### src/rtl/mdu_pkg.sv
// mdu_pkg: funct3 codes, FSM encoding and opcode constants
// shared by the execute-stage multiply/divide unit and alu.
package mdu_pkg;

  localparam logic [6:0] OP_RTYPE_W = 7'b0111011;

  localparam logic [2:0] MDU_MUL    = 3'b000;
  localparam logic [2:0] MDU_MULH   = 3'b001;
  localparam logic [2:0] MDU_MULHSU = 3'b010;
  localparam logic [2:0] MDU_MULHU  = 3'b011;
  localparam logic [2:0] MDU_DIV    = 3'b100;
  localparam logic [2:0] MDU_DIVU   = 3'b101;
  localparam logic [2:0] MDU_REM    = 3'b110;
  localparam logic [2:0] MDU_REMU   = 3'b111;

  typedef enum logic [2:0] {
    S_IDLE = 3'd0,
    S_PREP = 3'd1,
    S_CALC = 3'd2,
    S_FIX  = 3'd3,
    S_DONE = 3'd4
  } mdu_state_e;

  function automatic logic mdu_is_div(logic [2:0] op);
    return op[2];
  endfunction

endpackage

### src/rtl/mdu_negate.sv
// mdu_negate: conditional two's-complement of a W-bit value.
// Used for operand magnitudes and result sign fix-up.
module mdu_negate #(
  parameter int W = 64
) (
  input  logic         neg_i,
  input  logic [W-1:0] val_i,
  output logic [W-1:0] res_o
);

  assign res_o = neg_i ? -val_i : val_i;

endmodule

### src/rtl/mdu.sv
// mdu: iterative RV64M/RV32M multiply/divide unit, one bit
// per cycle, valid/ready in and out, flush aborts.
module mdu
  import mdu_pkg::*;
#(
  parameter int XLEN = 64
) (
  input  logic            clk,
  input  logic            rst_n,
  input  logic            flush,
  input  logic            in_valid,
  output logic            in_ready,
  input  logic [2:0]      in_op,
  input  logic            in_w,
  input  logic [XLEN-1:0] in_a,
  input  logic [XLEN-1:0] in_b,
  output logic            out_valid,
  input  logic            out_ready,
  output logic [XLEN-1:0] out_res
);

  localparam int CW = $clog2(XLEN);
  localparam int W2 = 2 * XLEN;

  mdu_state_e state_q, state_d;

  logic [2:0]      op_q, op_d;
  logic            w_q, w_d;
  logic            neg_q, neg_d;
  logic            vld_q, vld_d;
  logic [XLEN-1:0] a_q, a_d;
  logic [XLEN-1:0] b_q, b_d;
  logic [XLEN-1:0] res_q, res_d;
  logic [W2-1:0]   acc_q, acc_d;
  logic [CW-1:0]   cnt_q, cnt_d;

  logic            n32, is_div;
  logic            a_sgn, b_sgn, sa, sb;
  logic            b_zero, ovf;
  logic [XLEN-1:0] a_ext, b_ext;
  logic [XLEN-1:0] a_mag, b_mag;
  logic [XLEN-1:0] most_neg, spec_val;
  logic [W2-1:0]   prod, prod_s;
  logic [XLEN-1:0] prod_hi;
  logic [XLEN-1:0] dv_raw, dv_s, fix_res;
  logic [XLEN:0]   sum, rem_sh, diff;
  logic            ge;

  function automatic logic [XLEN-1:0] wfix(
    input logic            w,
    input logic [XLEN-1:0] v
  );
    return w ? XLEN'($signed(v[31:0])) : v;
  endfunction

  assign in_ready  = (state_q == S_IDLE);
  assign out_valid = vld_q;
  assign out_res   = res_q;

  assign n32    = w_q | (XLEN == 32);
  assign is_div = mdu_is_div(op_q);

  assign a_sgn = (op_q == MDU_MULH) | (op_q == MDU_MULHSU)
               | (op_q == MDU_DIV)  | (op_q == MDU_REM);
  assign b_sgn = (op_q == MDU_MULH) | (op_q == MDU_DIV)
               | (op_q == MDU_REM);

  assign a_ext = !w_q ? a_q :
                 a_sgn ? XLEN'($signed(a_q[31:0])) :
                         XLEN'(a_q[31:0]);
  assign b_ext = !w_q ? b_q :
                 b_sgn ? XLEN'($signed(b_q[31:0])) :
                         XLEN'(b_q[31:0]);

  assign sa = a_sgn & a_ext[XLEN-1];
  assign sb = b_sgn & b_ext[XLEN-1];

  mdu_negate #(.W(XLEN)) u_neg_a (
    .neg_i (sa),
    .val_i (a_ext),
    .res_o (a_mag)
  );

  mdu_negate #(.W(XLEN)) u_neg_b (
    .neg_i (sb),
    .val_i (b_ext),
    .res_o (b_mag)
  );

  assign most_neg = n32 ? XLEN'($signed(32'h8000_0000))
                        : {1'b1, {(XLEN-1){1'b0}}};
  assign b_zero   = (b_ext == '0);
  assign ovf      = !op_q[0] & (a_ext == most_neg) & (&b_ext);
  assign spec_val = b_zero ? (op_q[1] ? a_ext : '1)
                           : (op_q[1] ? '0 : a_ext);

  // multiply: add at bit XLEN then shift right; word ops end
  // up scaled by 2^(XLEN-32), undone in FIX
  assign sum = {1'b0, acc_q[W2-1:XLEN]}
             + (acc_q[0] ? {1'b0, a_q} : '0);

  // divide: remainder always < 2*divisor, so diff msb is borrow
  assign rem_sh = acc_q[W2-1:XLEN-1];
  assign diff   = rem_sh - {1'b0, b_q};
  assign ge     = ~diff[XLEN];

  assign prod = n32 ? (acc_q >> (XLEN-32)) : acc_q;

  mdu_negate #(.W(W2)) u_neg_p (
    .neg_i (neg_q),
    .val_i (prod),
    .res_o (prod_s)
  );

  assign prod_hi = n32 ? XLEN'(prod_s[63:32])
                       : prod_s[W2-1:XLEN];
  assign dv_raw  = op_q[1] ? acc_q[W2-1:XLEN]
                           : acc_q[XLEN-1:0];

  mdu_negate #(.W(XLEN)) u_neg_d (
    .neg_i (neg_q),
    .val_i (dv_raw),
    .res_o (dv_s)
  );

  assign fix_res = is_div ? dv_s :
                   (op_q == MDU_MUL) ? prod_s[XLEN-1:0] :
                   prod_hi;

  always_comb begin
    state_d = state_q;
    op_d    = op_q;
    w_d     = w_q;
    neg_d   = neg_q;
    vld_d   = vld_q;
    a_d     = a_q;
    b_d     = b_q;
    res_d   = res_q;
    acc_d   = acc_q;
    cnt_d   = cnt_q;
    if (flush) begin
      state_d = S_IDLE;
      vld_d   = 1'b0;
    end else begin
      unique case (state_q)
        S_IDLE: begin
          if (in_valid) begin
            op_d    = in_op;
            w_d     = in_w & (XLEN == 64);
            a_d     = in_a;
            b_d     = in_b;
            state_d = S_PREP;
          end
        end
        S_PREP: begin
          a_d   = a_mag;
          b_d   = b_mag;
          neg_d = (op_q[2] & op_q[1]) ? sa : (sa ^ sb);
          cnt_d = n32 ? CW'(31) : CW'(XLEN-1);
          acc_d = is_div
                ? {{XLEN{1'b0}},
                   (n32 ? (a_mag << (XLEN-32)) : a_mag)}
                : {{XLEN{1'b0}}, b_mag};
          if (is_div & (b_zero | ovf)) begin
            res_d   = wfix(w_q, spec_val);
            vld_d   = 1'b1;
            state_d = S_DONE;
          end else begin
            state_d = S_CALC;
          end
        end
        S_CALC: begin
          acc_d = is_div
                ? {(ge ? diff[XLEN-1:0] : rem_sh[XLEN-1:0]),
                   acc_q[XLEN-2:0], ge}
                : {sum, acc_q[XLEN-1:1]};
          cnt_d = cnt_q - CW'(1);
          if (cnt_q == '0) state_d = S_FIX;
        end
        S_FIX: begin
          res_d   = wfix(w_q, fix_res);
          vld_d   = 1'b1;
          state_d = S_DONE;
        end
        S_DONE: begin
          if (out_ready) begin
            vld_d   = 1'b0;
            state_d = S_IDLE;
          end
        end
        default: state_d = S_IDLE;
      endcase
    end
  end

  always_ff @(posedge clk) begin
    if (!rst_n) begin
      state_q <= S_IDLE;
      op_q    <= '0;
      w_q     <= 1'b0;
      neg_q   <= 1'b0;
      vld_q   <= 1'b0;
      a_q     <= '0;
      b_q     <= '0;
      res_q   <= '0;
      acc_q   <= '0;
      cnt_q   <= '0;
    end else begin
      state_q <= state_d;
      op_q    <= op_d;
      w_q     <= w_d;
      neg_q   <= neg_d;
      vld_q   <= vld_d;
      a_q     <= a_d;
      b_q     <= b_d;
      res_q   <= res_d;
      acc_q   <= acc_d;
      cnt_q   <= cnt_d;
    end
  end

endmodule

### config.mk
export PLATFORM = sky130hd
export DESIGN_NAME = mdu
export DESIGN_NICKNAME = d
export VERILOG_FILES = /design/src/rtl/mdu_pkg.sv /design/src/rtl/mdu_negate.sv /design/src/rtl/mdu.sv
export SDC_FILE = /design/constraint.sdc
export NUM_CORES = 2
export LEC_CHECK = 0
export BUFFER_PORTS_ARGS = -buffer_cell sky130_fd_sc_hd__buf_4
export CORE_ASPECT_RATIO = 1.5
export CORE_MARGIN = 2
export CORE_UTILIZATION = 30
export CTS_CLUSTER_DIAMETER = 120
export DETAILED_ROUTE_END_ITERATION = 8
export PLACE_DENSITY = 0.53
export SETUP_SLACK_MARGIN = 0.4
export SLEW_MARGIN = 20
export SYNTH_ARGS = -nofsm -noshare
export SYNTH_HDL_FRONTEND = slang
export SYNTH_SLANG_ARGS = --single-unit
### constraint.sdc
create_clock -name clk -period 7.3 [get_ports clk]
set_input_delay 1.46 -clock clk [delete_from_list [all_inputs] [get_ports clk]]
set_output_delay 1.46 -clock clk [all_outputs]
set_load 0.02 [all_outputs]
Yosys cells after proc, flatten, opt, wreduce, memory -nomap -nowiden
Cells that the tools add are included.
W data, S select, Z words.

storage, ports and cells
  bits in registers = 335
  input port bits = 137
  output and inout port bits = 66
  word-level logic and storage cells = 106

operators by class
  add/subtract/negate cells = 7
  equality and inequality tests = 13
  mux-type cells = 42
  bitwise logic cells = 16
  reduce and logical (&&, ||, !) cells = 18

operator list
  kind                  count
  $mux W64              23
  $mux W128             3
  $pmux W64 S2          3
  $pmux W128 S2         1
  $neg A64 Y64          3
  $neg A128 Y128        1
  $add A64 B64 Y65      1
  $sub A65 B64 Y65      1
  $eq A64 B64 Y1        1
  $logic_not A64 Y1     1
  $reduce_and A64 Y1    1
  $mux W63              1
  $pmux W3 S5           1
  $reduce_and A3 Y1     5
  $mux W3               4
  $pmux W6 S2           1
  $eq A3 B2 Y1 const B  3
  $eq A3 B3 Y1 const B  3
  $ne A2 B2 Y1 const B  4
  $and A1 B1 Y1         6
  $eq A3 B1 Y1 const B  2
  $logic_not A3 Y1      2
  $logic_not A6 Y1      1
  $mux W6               1
  11 further kinds      23

Logic depth before layout (Yosys ltp)
  word-level depth = 13
  mapped depth = 23
  depth with buffers taken out = 15

By module
A second synthesis with hierarchy kept.

second synthesis, totals
  cells, all modules = 5132
  area total of the unflattened synthesis = 37019.3 µm²

modules (own cells, without submodules)
  module                    instances  cells an instance  area each (µm²)  seq. area each (µm²)
  mdu                       1          4024               29361.9          6706.4
  mdu_negate (u_neg_a ...)  3          198                1453.9           0.0
  mdu_negate (u_neg_p)      1          514                3295.7           0.0

Least setup slack after synthesis
No wires, ideal clock.

  kind = reg-to-reg
  start = reg op_q[1]
  end = reg res_q[48] (netlist: out_res[48])
  setup time = 0.125 ns
  arrival time = 5.677 ns
  data required time = 7.175 ns
  setup slack = 1.498 ns
  stages on the path, launching flop included = 24
  buffers on the path = 11
  clock period less this slack = 5.802 ns
  path through = dfxtp_1 > buf_2 > buf_2 > buf_2 > buf_2 > buf_2 > buf_2 > buf_1 > clkbuf_1 > buf_2 > buf_2 > mux2i_1 > ha_1 > o221ai_1 > nor4_1 > nand4_1 > or3_1 > clkbuf_1 > or3_1 > o31ai_1 > xnor2_1 > nor2_1 > o311ai_0 > nand2_1

on the way
  cells in the longest elaborated chain, start to end = 13
  elaborated cells between the ends (all ways) = 35
  those cells by class = add/sub: 1; eq/ne: 6; mux: 15; bitwise: 9; reduce/logical: 4

RTL lines
  element                                       line                  RTL
  start: declaration                            mdu.sv:27             logic [2:0] op_q, op_d;
  start signal: assignment                      mdu.sv:210            op_q <= op_d;
  $eq A3 B1 Y1 or $eq A3 B2 Y1 (tied branches)  mdu.sv:63, mdu.sv:65
  $or A1 B1 Y1                                  mdu.sv:63             assign a_sgn = (op_q == MDU_MULH) | (op_q == MDU_MULHSU)
  $or A1 B1 Y1 (2 in series)                    mdu.sv:64             | (op_q == MDU_DIV) | (op_q == MDU_REM);
  $mux W64                                      mdu.sv:69             a_sgn ? XLEN'($signed(a_q[31:0])) :
  $mux W64                                      mdu.sv:68             assign a_ext = !w_q ? a_q :
  $eq A64 B64 Y1                                mdu.sv:93             assign ovf = !op_q[0] & (a_ext == most_neg) & (&b_ext);
  $and A1 B1 Y1 (2 in series)                   mdu.sv:93
  $or A1 B1 Y1                                  mdu.sv:164            if (is_div & (b_zero | ovf)) begin
  $and A1 B1 Y1                                 mdu.sv:164
  $ne A2 B2 Y1 (no source line)                 n/a
  $reduce_and A3 Y1 (no source line)            n/a
  end signal: assignment                        mdu.sv:216            res_q <= res_d;
  end: declaration                              mdu.sv:33             logic [XLEN-1:0] res_q, res_d;

Parallel ways exist; a longest one is shown, timed or not. The select of a mux whose other input is x is not followed.
A chain may end at the register's enable or synchronous reset.

Worst setup path in the final report
  start = reg w_q (netlist: n32)
  end = reg res_q[20] (netlist: out_res[20])

on the way
  cells in the longest elaborated chain, start to end = 8
  elaborated cells between the ends (all ways) = 25
  those cells by class = add/sub: 1; eq/ne: 2; mux: 15; bitwise: 4; reduce/logical: 3

RTL lines
  element                                            line                         RTL
  start: declaration                                 mdu.sv:28                    logic w_q, w_d;
  start signal: assignment                           mdu.sv:211                   w_q <= w_d;
  $mux W128 (tied with other cells)                  mdu.sv:107                   assign prod = n32 ? (acc_q >> (XLEN-32)) : acc_q;
  $neg A128 Y128 or $eq A64 B64 Y1 (tied branches)   mdu_negate.sv:11, mdu.sv:93
  $mux W128 or $and A1 B1 Y1 (tied branches)         mdu_negate.sv:11, mdu.sv:93
  $mux W64 or $and A1 B1 Y1 (tied branches)          mdu.sv:115, mdu.sv:93
  $mux W64 or $or A1 B1 Y1 (tied branches)           mdu.sv:127, mdu.sv:164
  $mux W64 or $and A1 B1 Y1 (tied branches)          mdu.sv:126, mdu.sv:164
  $mux W64 or $ne A2 B2 Y1 (tied branches)           n/a
  $pmux W64 S2 or $reduce_and A3 Y1 (tied branches)  n/a

Parallel ways exist; a longest one is shown, timed or not. The select of a mux whose other input is x is not followed.

==> flow_summary.json <==
{
  "status": "finished, final reports clean",
  "max_slew_margin_pct": 18.4,
  "netlist_top_cells_count": "nor2_1 (580), a21oi_1 (546), o21ai_0 (469)",
  "drive_above_1_share_pct": 11.2,
  "yosys.cell_count.top_type": "nor2_1",
  "timing.rr.start": "n32$_SDFFE_PN0P_",
  "track_usage_pct": 38.1,
  "yosys.cell_types.count": 103,
  "clockBufferDepth": 3,
  "viasPerCell": 6.54,
  "drc": 0,
  "leakagePower_nw": 16.1,
  "routedWlPerCell_um": 35.6,
  "power_density_nw_per_um2": 148,
  "yosysTopAreaCellShare_pct": 17.5,
  "grt_pass1_vias": 43358,
  "hold_depth": 2,
  "cts_hold_buf": 0,
  "drt-pass1-iter-count": 9,
  "peakVddDrop_mv": 0.166,
  "cp-start-kind": "register",
  "hpwlAfterDp_um": 199000,
  "gp_congestion": 1.05,
  "nNetsFinal": 5778,
  "cp_top_family": "simple AND/OR/NAND/NOR gates",
  "synth_nets": 5861,
  "portBuffers": 202,
  "synth_flop_cell": "dfxtp_1",
  "cap_violations": 0,
  "critical_path_class": "reg2reg",
  "required_ns": 7.84,
  "cp_cell_sequence": "buf_4 -> or3b_2 -> and2_1 -> nor4_1 -> buf_4 -> nand3_1 -> or4_1 -> a21oi_1 -> o221ai_1 -> o31ai_1 -> nand4_1 -> a31oi_1",
  "timing.final.hold_violations": 0,
  "rr_worst_depth": 12,
  "core-area_um2": 127000,
  "path_buf_inv": 2,
  "end_kind": "register",
  "yosysSeqAreaShare_pct": 17.5,
  "clk_pin_slew_ns": 0.07,
  "synth-async-reset-ratio_pct": 0,
  "synth_top_cell_by_area": "dfxtp_1",
  "fmax_ghz": 0.171,
  "cts-resized-gates": 0,
  "setup-tns-final_ns": 0,
  "yosysWarnings": 0,
  "rsz0062_at_grt": "false",
  "holdWs_ns": 0.437,
  "crit_top_cell": "buf_4",
  "synthCells": 5587,
  "wl_um": 258000,
  "cts_inserted_buffers": 39,
  "gr-total-overflow": 0,
  "cp_slowest_cell": "nor4_1",
  "cts_tree": "built",
  "antenna_found_initial": 32,
  "grt_max_degree": 132,
  "area_growth_pct": 12.2,
  "finalCritPeriodShare_pct": 80.2,
  "syn-mean-instance-area_um2": 6.84,
  "clkSinkCount": 335,
  "finalSetupViolations": 0,
  "fin_worst_skew_ns": 0.0394,
  "crit_start": "n32$_SDFFE_PN0P_",
  "vias": 47469,
  "hp-start": "out_res[45]$_SDFFE_PN0P_",
  "grt_pass1_wl_um": 352000,
  "min_period_ns": 5.86,
  "clk_latency_ns": 0.66,
  "syn_area_um2": 38200,
  "ant_nets": 0,
  "drtIter0Drc": 6752,
  "postCtsSetupBuffers": 0,
  "slew_violations": 0,
  "start_util_pct": 30.2,
  "worst_slew_pin_slew_ns": 1.19,
  "min_path_type": "reg2reg",
  "crit_fanout": 63,
  "die_y_um": 441,
  "synth_edf_count": 0,
  "path_depth": 12,
  "synth-seq-cells": 335,
  "fillers": 13961,
  "htreeDepth": 2,
  "die_x_um": 295,
  "ios": 203,
  "arrival_ns": 6.40,
  "crit_path_max_incr_delay_ns": 0.99,
  "synthTopCellsByArea": "dfxtp_1 (18%), a21oi_1 (7.1%), o21ai_0 (6.1%)",
  "dieArea_um2": 130000,
  "root_buffer": "clkbuf_16",
  "placementRows": 160
}
layer usage:
metal  track usage (%)  share of wire (%)  vias up
met4              37.8                 12       12
met3              7.84                9.5      976
met2              58.9                 44     3324
met5                 0              0.033        -
li1                  -                  -    20443
met1              43.0                 35    22714
worst register-to-register path, stage by stage, from the launching register on:
cell and delay (ns):
dfxtp_4 0.91, buf_4 0.51, or3b_2 0.49, and2_1 0.22
nor4_1 1.00, buf_4 0.28, nand3_1 0.24, or4_1 0.52
a21oi_1 0.79, o221ai_1 0.27, o31ai_1 0.13, nand4_1 0.12
a31oi_1 0.30
cell families after synthesis:
| group | after synthesis | share of synthesized area [%] |
|---|---|---|
| AOI/OAI and AO/OA | 1931 | 32.5 |
| and+or+nand+nor | 1931 | 24.5 |
| buffers and inverters | 678 | 6.87 |
| xor gates and xnor gates | 373 | 8.59 |
| DFF | 335 | 17.5 |
| muxes | 194 | 5.20 |
| adders and majority gates | 145 | 4.73 |
where the power goes:
part	switching, mW	internal (mW)	leakage, nW	total (mW)
Combinational	1.52	0.656	12.8	2.18
Clock	0.992	1.13	0.623	2.12
Sequential	0.153	1.88	2.72	2.03
cell usage in the layout (no fill, tap or decap), types with 25 or more instances in the layout:
cell type	netlist	final
o22ai_1	43	43
xnor2_1	230	230
o211ai_1	81	81
nor3_1	242	239
o21ai_0	469	469
nand3_1	101	101
clkbuf_16	0	39
a211oi_1	97	97
o31ai_1	50	50
buf_4	3	405
a221oi_1	77	77
and2_1	94	93
or3_1	64	62
o41ai_1	27	27
a32o_1	30	30
xor2_1	141	141
diode_2	0	25
inv_1	140	139
nand2b_1	36	36
mux2i_1	166	166
a222oi_1	36	36
a22oi_1	53	53
nor4_1	64	64
a21o_1	89	89
a31oi_1	63	62
o21a_1	39	39
and3_1	29	29
nand4_1	64	64
ha_1	135	135
dfxtp_1	335	330
mux2_2	27	27
a21oi_1	546	543
or4_1	31	31
nand2_1	468	466
nor2_1	580	571
nor3b_1	39	39
layout make-up:
class | instances | area (um2) | area share (%)
tap | 1701 | 2130 | 4.96
antenna | 25 | 62.6 | 0.146
multi-input combinational | 4574 | 29000 | 67.6
timing repair buffer | 410 | 3140 | 7.32
clock buffer | 55 | 1090 | 2.53
sequential | 335 | 6720 | 15.7
inverter | 144 | 546 | 1.27
clock inverter | 17 | 198 | 0.461
sequential cells by signal, summed over array words and instances (netlist names):
register	flops
acc_q	128
a_q	64
b_q	64
out_res	64
cnt_q	6
op_q	3
state_q	3
n32	1
neg_q	1
out_valid	1
path summary, 6_finish.rpt:
check | end | slack [ns]
worst max register to register | out_res[20]$_SDFFE_PN0P_ | 1.44
worst min register to register | out_res[45]$_SDFFE_PN0P_ | 0.44
worst min-delay path | out_res[45]$_SDFFE_PN0P_ | 0.44
worst max-delay path | out_res[20]$_SDFFE_PN0P_ | 1.44
per-stage QoR:
step	std cells	util (%)	power (mW)	cell area [um2]	worst slack [ns]
4_1_cts	7236	33.9	6.23	42800	1.72
6_report	7261	33.9	6.33	42900	1.44
2_1_floorplan	5587	-	3.23	38200	1.50
5_1_grt	7238	33.9	6.45	42800	1.40
3_3_place_gp	7164	32.8	4.14	41500	1.77
3_5_place_dp	7164	32.8	4.14	41500	1.73
No activity file was read; power rests on OpenSTA's default activity.
